$ cat config.mk
export PLATFORM = sky130hd
export DESIGN_NAME = pipe_hazard_ctrl
export DESIGN_NICKNAME = d
export VERILOG_FILES = /design/src/rtl/pipe_pkg.sv /design/src/rtl/load_use_detect.sv /design/src/rtl/pipe_hazard_ctrl.sv
export SDC_FILE = /design/constraint.sdc
export NUM_CORES = 1
export LEC_CHECK = 0
export ABC_AREA = 1
export CORE_MARGIN = 3
export CORE_UTILIZATION = 39
export DETAILED_ROUTE_END_ITERATION = 8
export PLACE_DENSITY = 0.79
export SLEW_MARGIN = 20
export SYNTH_ARGS = -nofsm -noshare
export SYNTH_HDL_FRONTEND = slang
export SYNTH_HIERARCHICAL = 1
export SYNTH_SLANG_ARGS = --single-unit
$ cat constraint.sdc
create_clock -name clk -period 1.5 [get_ports clk]
set_input_delay 0.3 -clock clk [delete_from_list [all_inputs] [get_ports clk]]
set_output_delay 0.3 -clock clk [all_outputs]
set_load 0.02 [all_outputs]
$ cat src/rtl/pipe_pkg.sv
// Shared types and constants for the pipeline hazard controller:
// FSM state encoding, register-index width and control-bundle bit positions.
package pipe_pkg;

  localparam int unsigned PIPE_REG_W = 5;

  typedef enum logic [1:0] {
    PIPE_ST_RUN     = 2'd0,
    PIPE_ST_MD_BUSY = 2'd1,
    PIPE_ST_HALT    = 2'd2
  } pipe_st_e;

  // Control bundle: go strobes in the low bits, clear strobes above them.
  localparam int unsigned CTRL_W            = 8;
  localparam int unsigned CTRL_PC_GO        = 0;
  localparam int unsigned CTRL_IF_ID_GO     = 1;
  localparam int unsigned CTRL_ID_EXE_GO    = 2;
  localparam int unsigned CTRL_EXE_MEM_GO   = 3;
  localparam int unsigned CTRL_MEM_WB_GO    = 4;
  localparam int unsigned CTRL_IF_ID_CLEAR  = 5;
  localparam int unsigned CTRL_ID_EXE_CLEAR = 6;
  localparam int unsigned CTRL_EXE_MEM_CLR  = 7;

  localparam logic [CTRL_W-1:0] CTRL_ALL_GO  = 8'b0001_1111;
  localparam logic [CTRL_W-1:0] CTRL_ALL_CLR = 8'b1110_0000;

  // Hold PC/IF_ID/ID_EXE while mult/div occupies EXE; bubble into EXE_MEM.
  localparam logic [CTRL_W-1:0] CTRL_MD_STALL = 8'b1001_1000;
  // Hold PC/IF_ID for one cycle and bubble into ID_EXE.
  localparam logic [CTRL_W-1:0] CTRL_LOAD_USE = 8'b0101_1100;
  localparam logic [CTRL_W-1:0] CTRL_BRANCH   = 8'b0111_1111;

endpackage

$ cat src/rtl/load_use_detect.sv
// Combinational load-use hazard detection between the EXE load and the ID reader.
module load_use_detect
  import pipe_pkg::*;
#(
  parameter int unsigned REG_W = PIPE_REG_W
) (
  input  logic [REG_W-1:0] id_rs,
  input  logic [REG_W-1:0] id_rt,
  input  logic             id_use_rs,
  input  logic             id_use_rt,
  input  logic             exe_mem_read,
  input  logic [REG_W-1:0] exe_rd,
  output logic             load_use
);

  always_comb begin
    load_use = exe_mem_read && (exe_rd != '0) &&
               ((id_use_rs && (id_rs == exe_rd)) ||
                (id_use_rt && (id_rt == exe_rd)));
  end

endmodule

$ cat src/rtl/pipe_hazard_ctrl.sv
// Pipeline sequencer: per-stage go/clear strobes from hazards, branches, mult/div and halt.
// Optional statistics counters are enabled with `define PIPE_HAZARD_CTRL_STATS_EN.
module pipe_hazard_ctrl
  import pipe_pkg::*;
#(
  parameter int unsigned MD_LAT = 4,
  parameter int unsigned CNT_W  = 4,
  parameter int unsigned REG_W  = PIPE_REG_W
) (
  input  logic             clk,
  input  logic             rst_n,
  input  logic [REG_W-1:0] id_rs,
  input  logic [REG_W-1:0] id_rt,
  input  logic             id_use_rs,
  input  logic             id_use_rt,
  input  logic             exe_mem_read,
  input  logic [REG_W-1:0] exe_rd,
  input  logic             exe_branch_taken,
  input  logic             exe_md_start,
  input  logic             exe_halt,
  input  logic             resume,
  output logic             pc_go,
  output logic             if_id_go,
  output logic             id_exe_go,
  output logic             exe_mem_go,
  output logic             mem_wb_go,
  output logic             if_id_clear,
  output logic             id_exe_clear,
  output logic             exe_mem_clear,
  output logic             halted,
  output logic             md_busy
`ifdef PIPE_HAZARD_CTRL_STATS_EN
  ,
  output logic [31:0]      stall_cycles,
  output logic [31:0]      flush_count
`endif
);

  pipe_st_e          st, st_n;
  logic [CNT_W-1:0]  cnt, cnt_n;
  logic [CTRL_W-1:0] ctrl;
  logic              load_use;

  load_use_detect #(.REG_W(REG_W)) u_lud (
    .id_rs        (id_rs),
    .id_rt        (id_rt),
    .id_use_rs    (id_use_rs),
    .id_use_rt    (id_use_rt),
    .exe_mem_read (exe_mem_read),
    .exe_rd       (exe_rd),
    .load_use     (load_use)
  );

  always_ff @(posedge clk or negedge rst_n) begin
    if (!rst_n) begin
      st  <= PIPE_ST_RUN;
      cnt <= '0;
    end else begin
      st  <= st_n;
      cnt <= cnt_n;
    end
  end

  always_comb begin
    st_n  = st;
    cnt_n = cnt;
    ctrl  = CTRL_ALL_GO;
    unique case (st)
      PIPE_ST_RUN: begin
        if (exe_halt) begin
          ctrl = '0;
          st_n = PIPE_ST_HALT;
        end else if (exe_md_start) begin
          ctrl  = CTRL_MD_STALL;
          cnt_n = CNT_W'(MD_LAT - 1);
          st_n  = PIPE_ST_MD_BUSY;
        end else if (exe_branch_taken) begin
          ctrl = CTRL_BRANCH;
        end else if (load_use) begin
          ctrl = CTRL_LOAD_USE;
        end
      end
      PIPE_ST_MD_BUSY: begin
        if (cnt != '0) begin
          ctrl  = CTRL_MD_STALL;
          cnt_n = cnt - 1'b1;
        end else begin
          st_n = PIPE_ST_RUN;
        end
      end
      PIPE_ST_HALT: begin
        if (resume) begin
          st_n = PIPE_ST_RUN;
        end else begin
          ctrl = '0;
        end
      end
      default: st_n = PIPE_ST_RUN;
    endcase
    // Reset overrides the decode so held buffers flush while rst_n is low.
    if (!rst_n) ctrl = CTRL_ALL_CLR;
  end

  assign pc_go         = ctrl[CTRL_PC_GO];
  assign if_id_go      = ctrl[CTRL_IF_ID_GO];
  assign id_exe_go     = ctrl[CTRL_ID_EXE_GO];
  assign exe_mem_go    = ctrl[CTRL_EXE_MEM_GO];
  assign mem_wb_go     = ctrl[CTRL_MEM_WB_GO];
  assign if_id_clear   = ctrl[CTRL_IF_ID_CLEAR];
  assign id_exe_clear  = ctrl[CTRL_ID_EXE_CLEAR];
  assign exe_mem_clear = ctrl[CTRL_EXE_MEM_CLR];
  assign halted        = (st == PIPE_ST_HALT);
  assign md_busy       = (st == PIPE_ST_MD_BUSY);

`ifdef PIPE_HAZARD_CTRL_STATS_EN
  logic flush_hit;
  assign flush_hit = (st == PIPE_ST_RUN) && !exe_halt && !exe_md_start && exe_branch_taken;

  always_ff @(posedge clk or negedge rst_n) begin
    if (!rst_n) begin
      stall_cycles <= '0;
      flush_count  <= '0;
    end else begin
      if (!ctrl[CTRL_PC_GO]) stall_cycles <= stall_cycles + 32'd1;
      if (flush_hit)         flush_count  <= flush_count + 32'd1;
    end
  end
`endif

endmodule

==> impl_metrics.ini <==
[run_status]
run_status = complete, but fails checks
failed_checks = negative setup slack

[run]
cap_violations = 0

[hold_path]
hp-class = primary input to async pin

[floorplan]
rows = 14
start_util_pct = 43.10
die_w_um = 47.51
io_pins = 34
die_h_um = 47.51
dieArea_sq_um = 2257
core_sq_um = 1559

[global_routing]
antenna_found_initial = 0
grt_pass1_wl_um = 3070
grt_pass1_vias = 795
track_usage_pct = 19.31
overflow = 0
grt_start_max_net_pins = 8

[place]
gp_congestion = 0.7483
pre_cts_ws_ns = -1.007
hpwlAfterDp_um = 1606
place.port_buffers = 33

[timing]
clock.fmax_mhz = 594.9
setup_viol = 9
hold_viol = 0
worst_slew_pin_slew_ns = 0.1915
slew_viol_final = 0
post-route-min-period_ns = 1.681
finalCritPeriodShare_pct = 112.1
finClkSkew_ns = 0.005036
timing.slew.headroom_pct = 87.15
rsz0062_at_grt = yes
worst_slack_ns = -0.1810

[clock_network]
numCtsBuffers = 3
ctsRootBufferMaster = clkbuf_4
clock_sinks = 6
clk_path_buf_depth = 2
cts_tree = built
clk_pin_slew_ns = 0.05
clkLatencyLatePin_ns = 0.25
htree_levels = 1

[synthesis]
ys_types = 19
synth_cells = 121
syn_area_per_cell_sq_um = 5.553
syn_area_sq_um = 671.9
syn_nets = 147
ys_ff_latch = 6
ys_warn_count = 6
seq_area_frac_synth_pct = 22.35

[critical_path]
slowest_delay_ns = 0.43
critPathLaunch = st[0]$_DFFE_PN0P_
critPathLaunchType = register
critPathMaxFanout = 4
crit_path_end_kind = output pin
cp.required_ns = 1.20
r2r_start = st[0]$_DFFE_PN0P_
path_class = register to output pin
critPathSlowestCell = dfrtp_2
reg2regPathDepth = 8
crit_arrival_ns = 1.38
reg2reg_slack_ns = 0.20
path_cells = inv_2 > nor2_4 > nand3_2 > nand3_2 > nand2_2 > nor2_4 > buf_6

[cells_and_area]
syn2layout_area_growth_pct = 91.43
n_antenna_cell = 0
layout.nets = 201
fin_util_pct = 82.50
drive_gt1_share_pct = 52.60

[detailed_routing]
drcViolationCount = 0
drt_iter0_markers = 19
ant_nets = 0
vias = 909
totalWireLength_um = 2325
routedWlPerCell_um = 12.30
drtPass1Iterations = 4
vias_per_cell = 4.810

[power_and_ir_drop]
p_per_area_nw_per_um2 = 1362
p_leak_nw = 0.7030
peakVddDrop_uv = 1038
## placed cells by master (no fill, tap or decap)
cell / Yosys / layout
o22ai_2: 0 / 1
inv_4: 0 / 4
o21ai_0: 4 / 2
inv_1: 22 / 14
nand3_4: 0 / 1
nand2_4: 1 / 1
buf_4: 2 / 16
o21ai_2: 0 / 1
clkdlybuf4s15_1: 0 / 2
xnor2_1: 1 / 1
inv_2: 4 / 8
ha_1: 2 / 1
o21ai_1: 1 / 2
nor2_2: 1 / 6
buf_2: 0 / 5
nor2_1: 16 / 9
nand3_1: 7 / 2
clkbuf_2: 0 / 1
ha_4: 0 / 1
nand2_2: 3 / 9
nand2_1: 44 / 38
dfrtp_1: 6 / 4
buf_6: 0 / 19
dlygate4sd2_1: 0 / 4
a21oi_2: 0 / 2
clkbuf_4: 0 / 3
nand4_1: 1 / 1
clkdlybuf4s50_1: 0 / 2
nor2_4: 1 / 3
buf_8: 0 / 2
dfrtp_2: 0 / 2
nand3_2: 2 / 6
## through the flow
stage	std cells	hold slack, ns	TNS [ns]	area [sq um]	power (mW)
2_1_floorplan	121	0.004409	-0.03351	685.7	0.8903
3_3_place_gp	183	0.5749	-5.792	1130	1.363
3_5_place_dp	183	0.5885	-5.928	1130	1.396
4_1_cts	187	0.4212	-0.8647	1147	1.662
5_1_grt	189	0.4455	-1.658	1286	1.884
6_report	189	0.4298	-1.033	1286	1.751
## state kept, by name, summed over array words and instances (netlist names)
| register | flops |
|---|---|
| cnt | 4 |
| st | 2 |
## layer usage
layer | global-route usage, % | up-vias | routed length [um]
li1 | - | 464 | -
met1 | 22.30 | 402 | 893
met2 | 34.49 | 36 | 1276
met3 | 6.015 | 7 | 114
met4 | 4.420 | 0 | 40
met5 | 0 | - | 0
## final cells by class
type,instances,area (sq um)
Inverter,26,107.6
Sequential cell,6,152.6
Fill cell,106,272.8
Timing Repair Buffer,51,469.2
Multi-Input combinational cell,87,514.2
Tap cell,16,20.02
Clock buffer,3,22.52
## worst max-delay path, delay by kind of cell (launching register included)
kind	cells	cell delay (ns)
flip-flops	1	0.43
AND/OR/NAND/NOR	5	0.49
buffers and inverters	2	0.21
## power breakdown
group | total, mW | internal [mW] | switching, mW
Clock | 0.156 | 0.0909 | 0.0647
Combinational | 1.28 | 0.607 | 0.673
Sequential | 0.316 | 0.240 | 0.0762
Total | 1.75 | 0.938 | 0.814
## Yosys cell counts, drive strengths merged
cell	count	area share, %
o21ai	5	3.7
inv	26	15
nand4	1	0.93
dfrtp	6	22
a21oi	2	1.5
nand2	48	29
nand3	9	8.2
nor2	18	12
ha	2	3.7
o22ai	1	0.93
buf	2	2.2
xnor2	1	1.3
## cell families after synthesis
kind of cell	Yosys count	share of synthesized area, %
simple gates	76	49.72
compound gates	8	6.145
xor+xnor	1	1.304
flops	6	22.35
buf+inv	28	16.76
fa+ha+maj	2	3.724
## worst paths after layout
kind	end
max in group asynchronous	st[0]$_DFFE_PN0P_
min	cnt[2]$_DFFE_PN0P_
max	if_id_go
min reg2reg	cnt[3]$_DFFE_PN0P_
min in group clk	st[1]$_DFFE_PN0P_
max reg2reg	cnt[0]$_DFFE_PN0P_
## what timing repair did
action,in CTS,in global routing
hold buffers,0,0
gates resized for setup,138,43
setup buffers,1,2
setup endpoints to repair,10,9
pin swaps,26,31
Power figures use the tool's default switching activity.
